### config.mk
export PLATFORM = sky130hd
export DESIGN_NAME = cache_fill_arbiter
export DESIGN_NICKNAME = d
export VERILOG_FILES = /design/src/rtl/cache_fill_arbiter.sv
export SDC_FILE = /design/constraint.sdc
export NUM_CORES = 1
export LEC_CHECK = 0
export CAP_MARGIN = 5
export CORE_UTILIZATION = 33
export CTS_CLUSTER_DIAMETER = 40
export DETAILED_ROUTE_END_ITERATION = 10
export GPL_ROUTABILITY_DRIVEN = 0
export GPL_TIMING_DRIVEN = 0
export PLACE_DENSITY_LB_ADDON = 0.3
export RECOVER_POWER = 25
export SLEW_MARGIN = 30
export SYNTH_ARGS = -nofsm -noshare
export SYNTH_HDL_FRONTEND = slang
export SYNTH_SLANG_ARGS = --single-unit
### constraint.sdc
create_clock -name clk -period 2.9 [get_ports clk]
set_input_delay 0.435 -clock clk [delete_from_list [all_inputs] [get_ports clk]]
set_output_delay 0.435 -clock clk [all_outputs]
set_load 0.02 [all_outputs]
### src/rtl/cache_fill_arbiter.sv
// Shared memory port: store > D-miss > I-miss; a miss streams a whole block, one read per cycle, fills steered to the owner.
// First mem_en one cycle after the grant edge; requesters hold until done/ack. Optional CRITICAL_WORD_FIRST_EN starts at the missed word.
module cache_fill_arbiter #(
    parameter int BLOCK_WORDS = 8
) (
    input  logic                           clk,
    input  logic                           rst_n,
    input  logic                           i_miss_req,
    input  logic [15:0]                    i_miss_addr,
    input  logic                           d_miss_req,
    input  logic [15:0]                    d_miss_addr,
    input  logic                           d_wr_req,
    input  logic [15:0]                    d_wr_addr,
    input  logic [15:0]                    d_wr_data,
    output logic                           mem_en,
    output logic                           mem_wr,
    output logic [15:0]                    mem_addr,
    output logic [15:0]                    mem_wdata,
    input  logic [15:0]                    mem_rdata,
    input  logic                           mem_rvalid,
    output logic                           i_fill_we,
    output logic                           d_fill_we,
    output logic [$clog2(BLOCK_WORDS)-1:0] fill_word,
    output logic [15:0]                    fill_data,
    output logic                           i_fill_done,
    output logic                           d_fill_done,
    output logic                           d_wr_ack,
    output logic                           busy
);
    localparam int WW = $clog2(BLOCK_WORDS);
    localparam logic [1:0] S_IDLE  = 2'd0;
    localparam logic [1:0] S_WRITE = 2'd1;
    localparam logic [1:0] S_FILL  = 2'd2;
    localparam logic [15:0] OFS_MASK = 16'(2 * BLOCK_WORDS - 1);

    logic [1:0]    state;
    logic          owner_d;
    logic [15:0]   base;
    logic [WW:0]   issue_cnt;
    logic [WW-1:0] recv_cnt;
    logic [WW-1:0] issue_word;
    logic [WW-1:0] recv_word;
    logic [15:0]   grant_addr;
    logic          fill_grant;
    logic          issuing;
    logic          fill_hit;
    logic          last_word;

    assign grant_addr = d_miss_req ? d_miss_addr : i_miss_addr;
    assign fill_grant = (state == S_IDLE) && !d_wr_req && (d_miss_req || i_miss_req);
    assign issuing    = (state == S_FILL) && (issue_cnt < (WW+1)'(BLOCK_WORDS));
    assign fill_hit   = (state == S_FILL) && mem_rvalid;
    assign last_word  = (recv_cnt == WW'(BLOCK_WORDS - 1));

`ifdef CRITICAL_WORD_FIRST_EN
    logic [WW-1:0] w0;

    always_ff @(posedge clk or negedge rst_n) begin
        if (!rst_n) begin
            w0 <= '0;
        end else if (fill_grant) begin
            w0 <= grant_addr[WW:1];
        end
    end

    // Word index wraps naturally in WW bits, giving the modulo-block order.
    assign issue_word = w0 + issue_cnt[WW-1:0];
    assign recv_word  = w0 + recv_cnt;
`else
    assign issue_word = issue_cnt[WW-1:0];
    assign recv_word  = recv_cnt;
`endif

    always_ff @(posedge clk or negedge rst_n) begin
        if (!rst_n) begin
            state     <= S_IDLE;
            owner_d   <= 1'b0;
            base      <= '0;
            issue_cnt <= '0;
            recv_cnt  <= '0;
        end else begin
            case (state)
                S_IDLE: begin
                    if (d_wr_req) begin
                        state <= S_WRITE;
                    end else if (fill_grant) begin
                        state     <= S_FILL;
                        owner_d   <= d_miss_req;
                        base      <= grant_addr & ~OFS_MASK;
                        issue_cnt <= '0;
                        recv_cnt  <= '0;
                    end
                end
                S_WRITE: state <= S_IDLE;
                S_FILL: begin
                    if (issuing) begin
                        issue_cnt <= issue_cnt + (WW+1)'(1);
                    end
                    if (mem_rvalid) begin
                        recv_cnt <= recv_cnt + WW'(1);
                        if (last_word) begin
                            state <= S_IDLE;
                        end
                    end
                end
                default: state <= S_IDLE;
            endcase
        end
    end

    always_comb begin
        mem_en    = 1'b0;
        mem_wr    = 1'b0;
        mem_addr  = '0;
        mem_wdata = '0;
        d_wr_ack  = 1'b0;
        if (state == S_WRITE) begin
            mem_en    = 1'b1;
            mem_wr    = 1'b1;
            mem_addr  = d_wr_addr;
            mem_wdata = d_wr_data;
            d_wr_ack  = 1'b1;
        end else if (issuing) begin
            mem_en   = 1'b1;
            mem_addr = base + {{(15-WW){1'b0}}, issue_word, 1'b0};
        end
    end

    // Fill side is combinational on mem_rvalid so the cache writes the word the cycle it arrives.
    assign i_fill_we   = fill_hit && !owner_d;
    assign d_fill_we   = fill_hit && owner_d;
    assign fill_word   = fill_hit ? recv_word : '0;
    assign fill_data   = fill_hit ? mem_rdata : '0;
    assign i_fill_done = i_fill_we && last_word;
    assign d_fill_done = d_fill_we && last_word;
    assign busy        = (state != S_IDLE);

endmodule
==> metrics.md <==
| Metric | Value |
|---|---|
| Total CTS buffers | 3 |
| Seq cells post-synth | 22 |
| Post-place setup slack | approximately 0.19 ns |
| Crit end category | output port |
| Async SR Flop Fraction | between 90% and 100% |
| Multi-input gate area | 928 µm² |
| Synth warn | 0 |
| Max_slew headroom | a little over a fifth |
| Worst path required time | 2.47 ns |
| Worst Hold Class | in2async |
| CTS H-tree lvls | 1 |
| Tmin final | 2.76 ns |
| R2R Path Start | state[0]$_DFFE_PN0P_ |
| Sw frac | between 40% and 50% |
| Chip Width | 70.7 µm |
| Worst Max-Slew Pin Slew | roughly 1.2 ns |
| CP cell instances | buf_4 -> nor3b_4 -> buf_2 -> a22o_1 -> clkdlybuf4s50_1 |
| Worst-path clk slew | ~0.070 ns |
| Mapped cell area | between 1500 and 2000 µm² |
| Syn Nets | approximately 240 |
| IO Count | about 150 |
| CTS root buf | clkbuf_8 |
| Post-route ant nets | 0 |
| Fill cell count | just under 400 |
| N_diodes | 0 |
| Fin. Hold Viols | 0 |
| Worst vdd ir | around 0.47 mV |
| Initial antenna violation count | 0 |
| Leakage | about 0.0013 µW |
| Worst R2R End | base[13]$_DFFE_PN0P_ |
| Comb pwr share | between 60 and 70% |
| Post-synthesis sequential area ratio | a little over a third |
| Die area | ~5000 µm² |
| Total negative setup slack | 0 ns |
| Setup ws final | between 0.1 and 0.15 ns |
| DRT Wirelength | roughly 5000 µm |
| First-pass GRT wire length | about 8100 µm |
| Clock network power share | under 10% |
| HPWL after DPL | approximately 4200 µm |
| Via count | roughly 1700 |
| Setup violators final | 0 |
| CTS tree | yes |
| Status | finished, violations left |
| Pint | between 1000 and 1500 µW |
| Number of synthesized flops with an enable pin | 0 |
| Initial Util | approximately a third |
| Worst reg2reg path depth | 4 |
| Global route overflow | 0 |
| Cell area power density | 776 nW/µm² |
| Unique masters post-synth | 29 |
| Pins Over Slew Limit | 0 |
| Register share of total power | 23.9% |
| Most used DFF post-synth | dfrtp_1 |
| Clk Latency, worst-skew pair | ~0.26 ns |
| # port buffers | between 100 and 150 |
| CP max stage delay | about 0.60 ns |
| Largest net degree at the start of global routing | 23 |
| Core Area | around 4400 µm² |
| Post-synthesis average cell area | between 10 and 15 µm² |
| Register Area | 551 µm² |
| Vias in the first global route | around 1800 |
| DRC | 10 |
| Nets | between 300 and 400 |
| FF-to-FF setup slack | roughly 1.2 ns |
| GRT Total Usage | approximately a fifth |
| Kind of critical path | reg2out |
| Achievable Freq | ~0.36 GHz |
| CTS max path bufs | 2 |
| Detailed Routing Iterations Pass 1 | 7 |
| Final Cycle Share | between 90% and 100% |
| Area growth, synth to finish | 94.5% |
| Worst Skew | between 0.0009 and 0.001 ns |
| MaxCap Viol Count | 0 |
| Net Switching | just under 1000 µW |
| Worst Path Max Fanout | 10 |
| Delay-heaviest family, CP | buffers and inverters |
| Clk sinks | 22 |
| Failing checks | design-rule violations |
| Post-CTS Setup Bufs | 0 |
| CP Buf/Inv Count | 3 |
| Ratio of cells with drive above 1 in the final layout | a little over an eighth |
| FP Rows | 24 |
| Synthesized instance count | approximately 160 |
| CP max stage cell | clkdlybuf4s50_1 |
| RSZ-0062 raised after global routing | false |
| Drt initial violations | 96 |
| Chip height | 70.7 µm |
| Critical path data arrival time | 2.33 ns |
| Via/cell ratio | a little under 5 |
| Startpoint Class | flip-flop |
| Average wire per standard cell | ~15 µm |
==> routing by layer <==
layer | track usage, % | share of wire (%) | vias up
met5 | 0 | 0 | -
met4 | 2.00 | 0.43 | 0
met3 | 3.56 | 4.1 | 2
met2 | 41.6 | 59 | 48
met1 | 22.1 | 37 | 828
li1 | - | - | 840
==> cell type report <==
type	count	area share (%)
Tap cell	52	2.15
Clock buffer	3	1.36
Multi-Input combinational cell	116	30.7
Buffer	12	2.19
Sequential cell	22	18.2
Timing Repair Buffer	136	44.8
Inverter	5	0.620
==> stage by stage <==
stage	hold WS, ns	total power, µW	utilization (%)	std cells	area [µm²]
finish	0.396	2350	68.1	346	3030
global route	0.505	2500	68.1	346	3030
global placement	0.491	2130	67.1	343	2980
CTS	0.150	2370	68.0	346	3020
floorplan	0.139	1460	-	155	1560
detailed placement	0.431	2170	67.0	343	2980
==> registers in the layout, indices dropped and copies added, names as in the netlist <==
signal / cells
issue_cnt: 4
state: 2
owner_d: 1
recv_cnt: 3
base: 12
==> power by group through the flow <==
stage | logic (µW) | registers [µW] | clock network (µW)
after global routing | 1720 | 584 | 201
after CTS | 1620 | 560 | 188
after detailed placement | 1610 | 563 | 0
after global placement | 1570 | 555 | 0
after floorplan | 934 | 531 | 0
final | 1600 | 561 | 184
==> how the worst max path moves through the flow <==
| stage | depth (start not counted) | slack (ns) | startpoint | endpoint |
|---|---|---|---|---|
| CTS | 6 | 0.001 | state[0]$_DFFE_PN0P_ | mem_addr[4] |
| global placement | 5 | 0.22 | mem_rvalid | fill_word[0] |
| floorplan | 5 | 1.06 | state[0]$_DFFE_PN0P_ | mem_addr[10] |
| global route | 5 | 0.0007 | state[0]$_DFFE_PN0P_ | mem_addr[6] |
| finish | 5 | 0.14 | state[0]$_DFFE_PN0P_ | mem_addr[4] |
| detailed placement | 5 | 0.19 | mem_rvalid | fill_word[0] |
==> layout by cell type (no fill, tap or decap) <==
master	instances
nor2_2	1
mux2_2	19
buf_2	2
o21ai_0	6
buf_4	3
nand2b_1	1
clkbuf_8	3
nand2_1	7
nand4_1	1
and3b_1	1
nor2_1	3
nor3_4	1
nor3_1	4
a22o_1	16
clkdlybuf4s50_1	134
a31oi_1	1
dfrtp_1	22
o31ai_1	1
and3_1	19
mux2i_1	1
a31o_2	1
mux2_4	5
clkbuf_1	7
and2_1	19
or3b_2	1
buf_6	1
or2_4	1
o32ai_1	1
ha_1	3
a22oi_1	2
nor3b_4	1
dlygate4sd3_1	1
inv_1	5
==> cell families after synthesis <==
logic type / Yosys count / synth area share, %
adder cells (fa/ha/maj): 3 / 2.41
multiplexers: 25 / 19.2
AO/OA/AOI/OAI: 28 / 13.9
flip-flops: 22 / 35.4
AND/OR/NAND/NOR: 60 / 23.6
buffers and inverters: 17 / 5.47
==> Yosys cell counts, types with 2 or more instances <==
library cell	n	area (µm²)
nor2_1	4	15.0
a22oi_1	2	15.0
mux2_4	5	75.1
ha_1	3	37.5
o21ai_0	6	30.0
buf_4	3	22.5
and3_1	19	119
inv_1	5	18.8
clkbuf_1	6	22.5
and2_1	19	119
dfrtp_1	22	551
nand2_1	7	26.3
nor3_1	4	20.0
a22o_1	16	140
mux2_2	19	214
buf_2	2	10.0
==> timing repair <==
action,4_1_cts,5_1_grt
resized for setup,1,1
hold buffers,0,0
hold endpoints to repair,0,0
endpoints found under the setup margin,9,11
(Power assumes the default switching activity.)
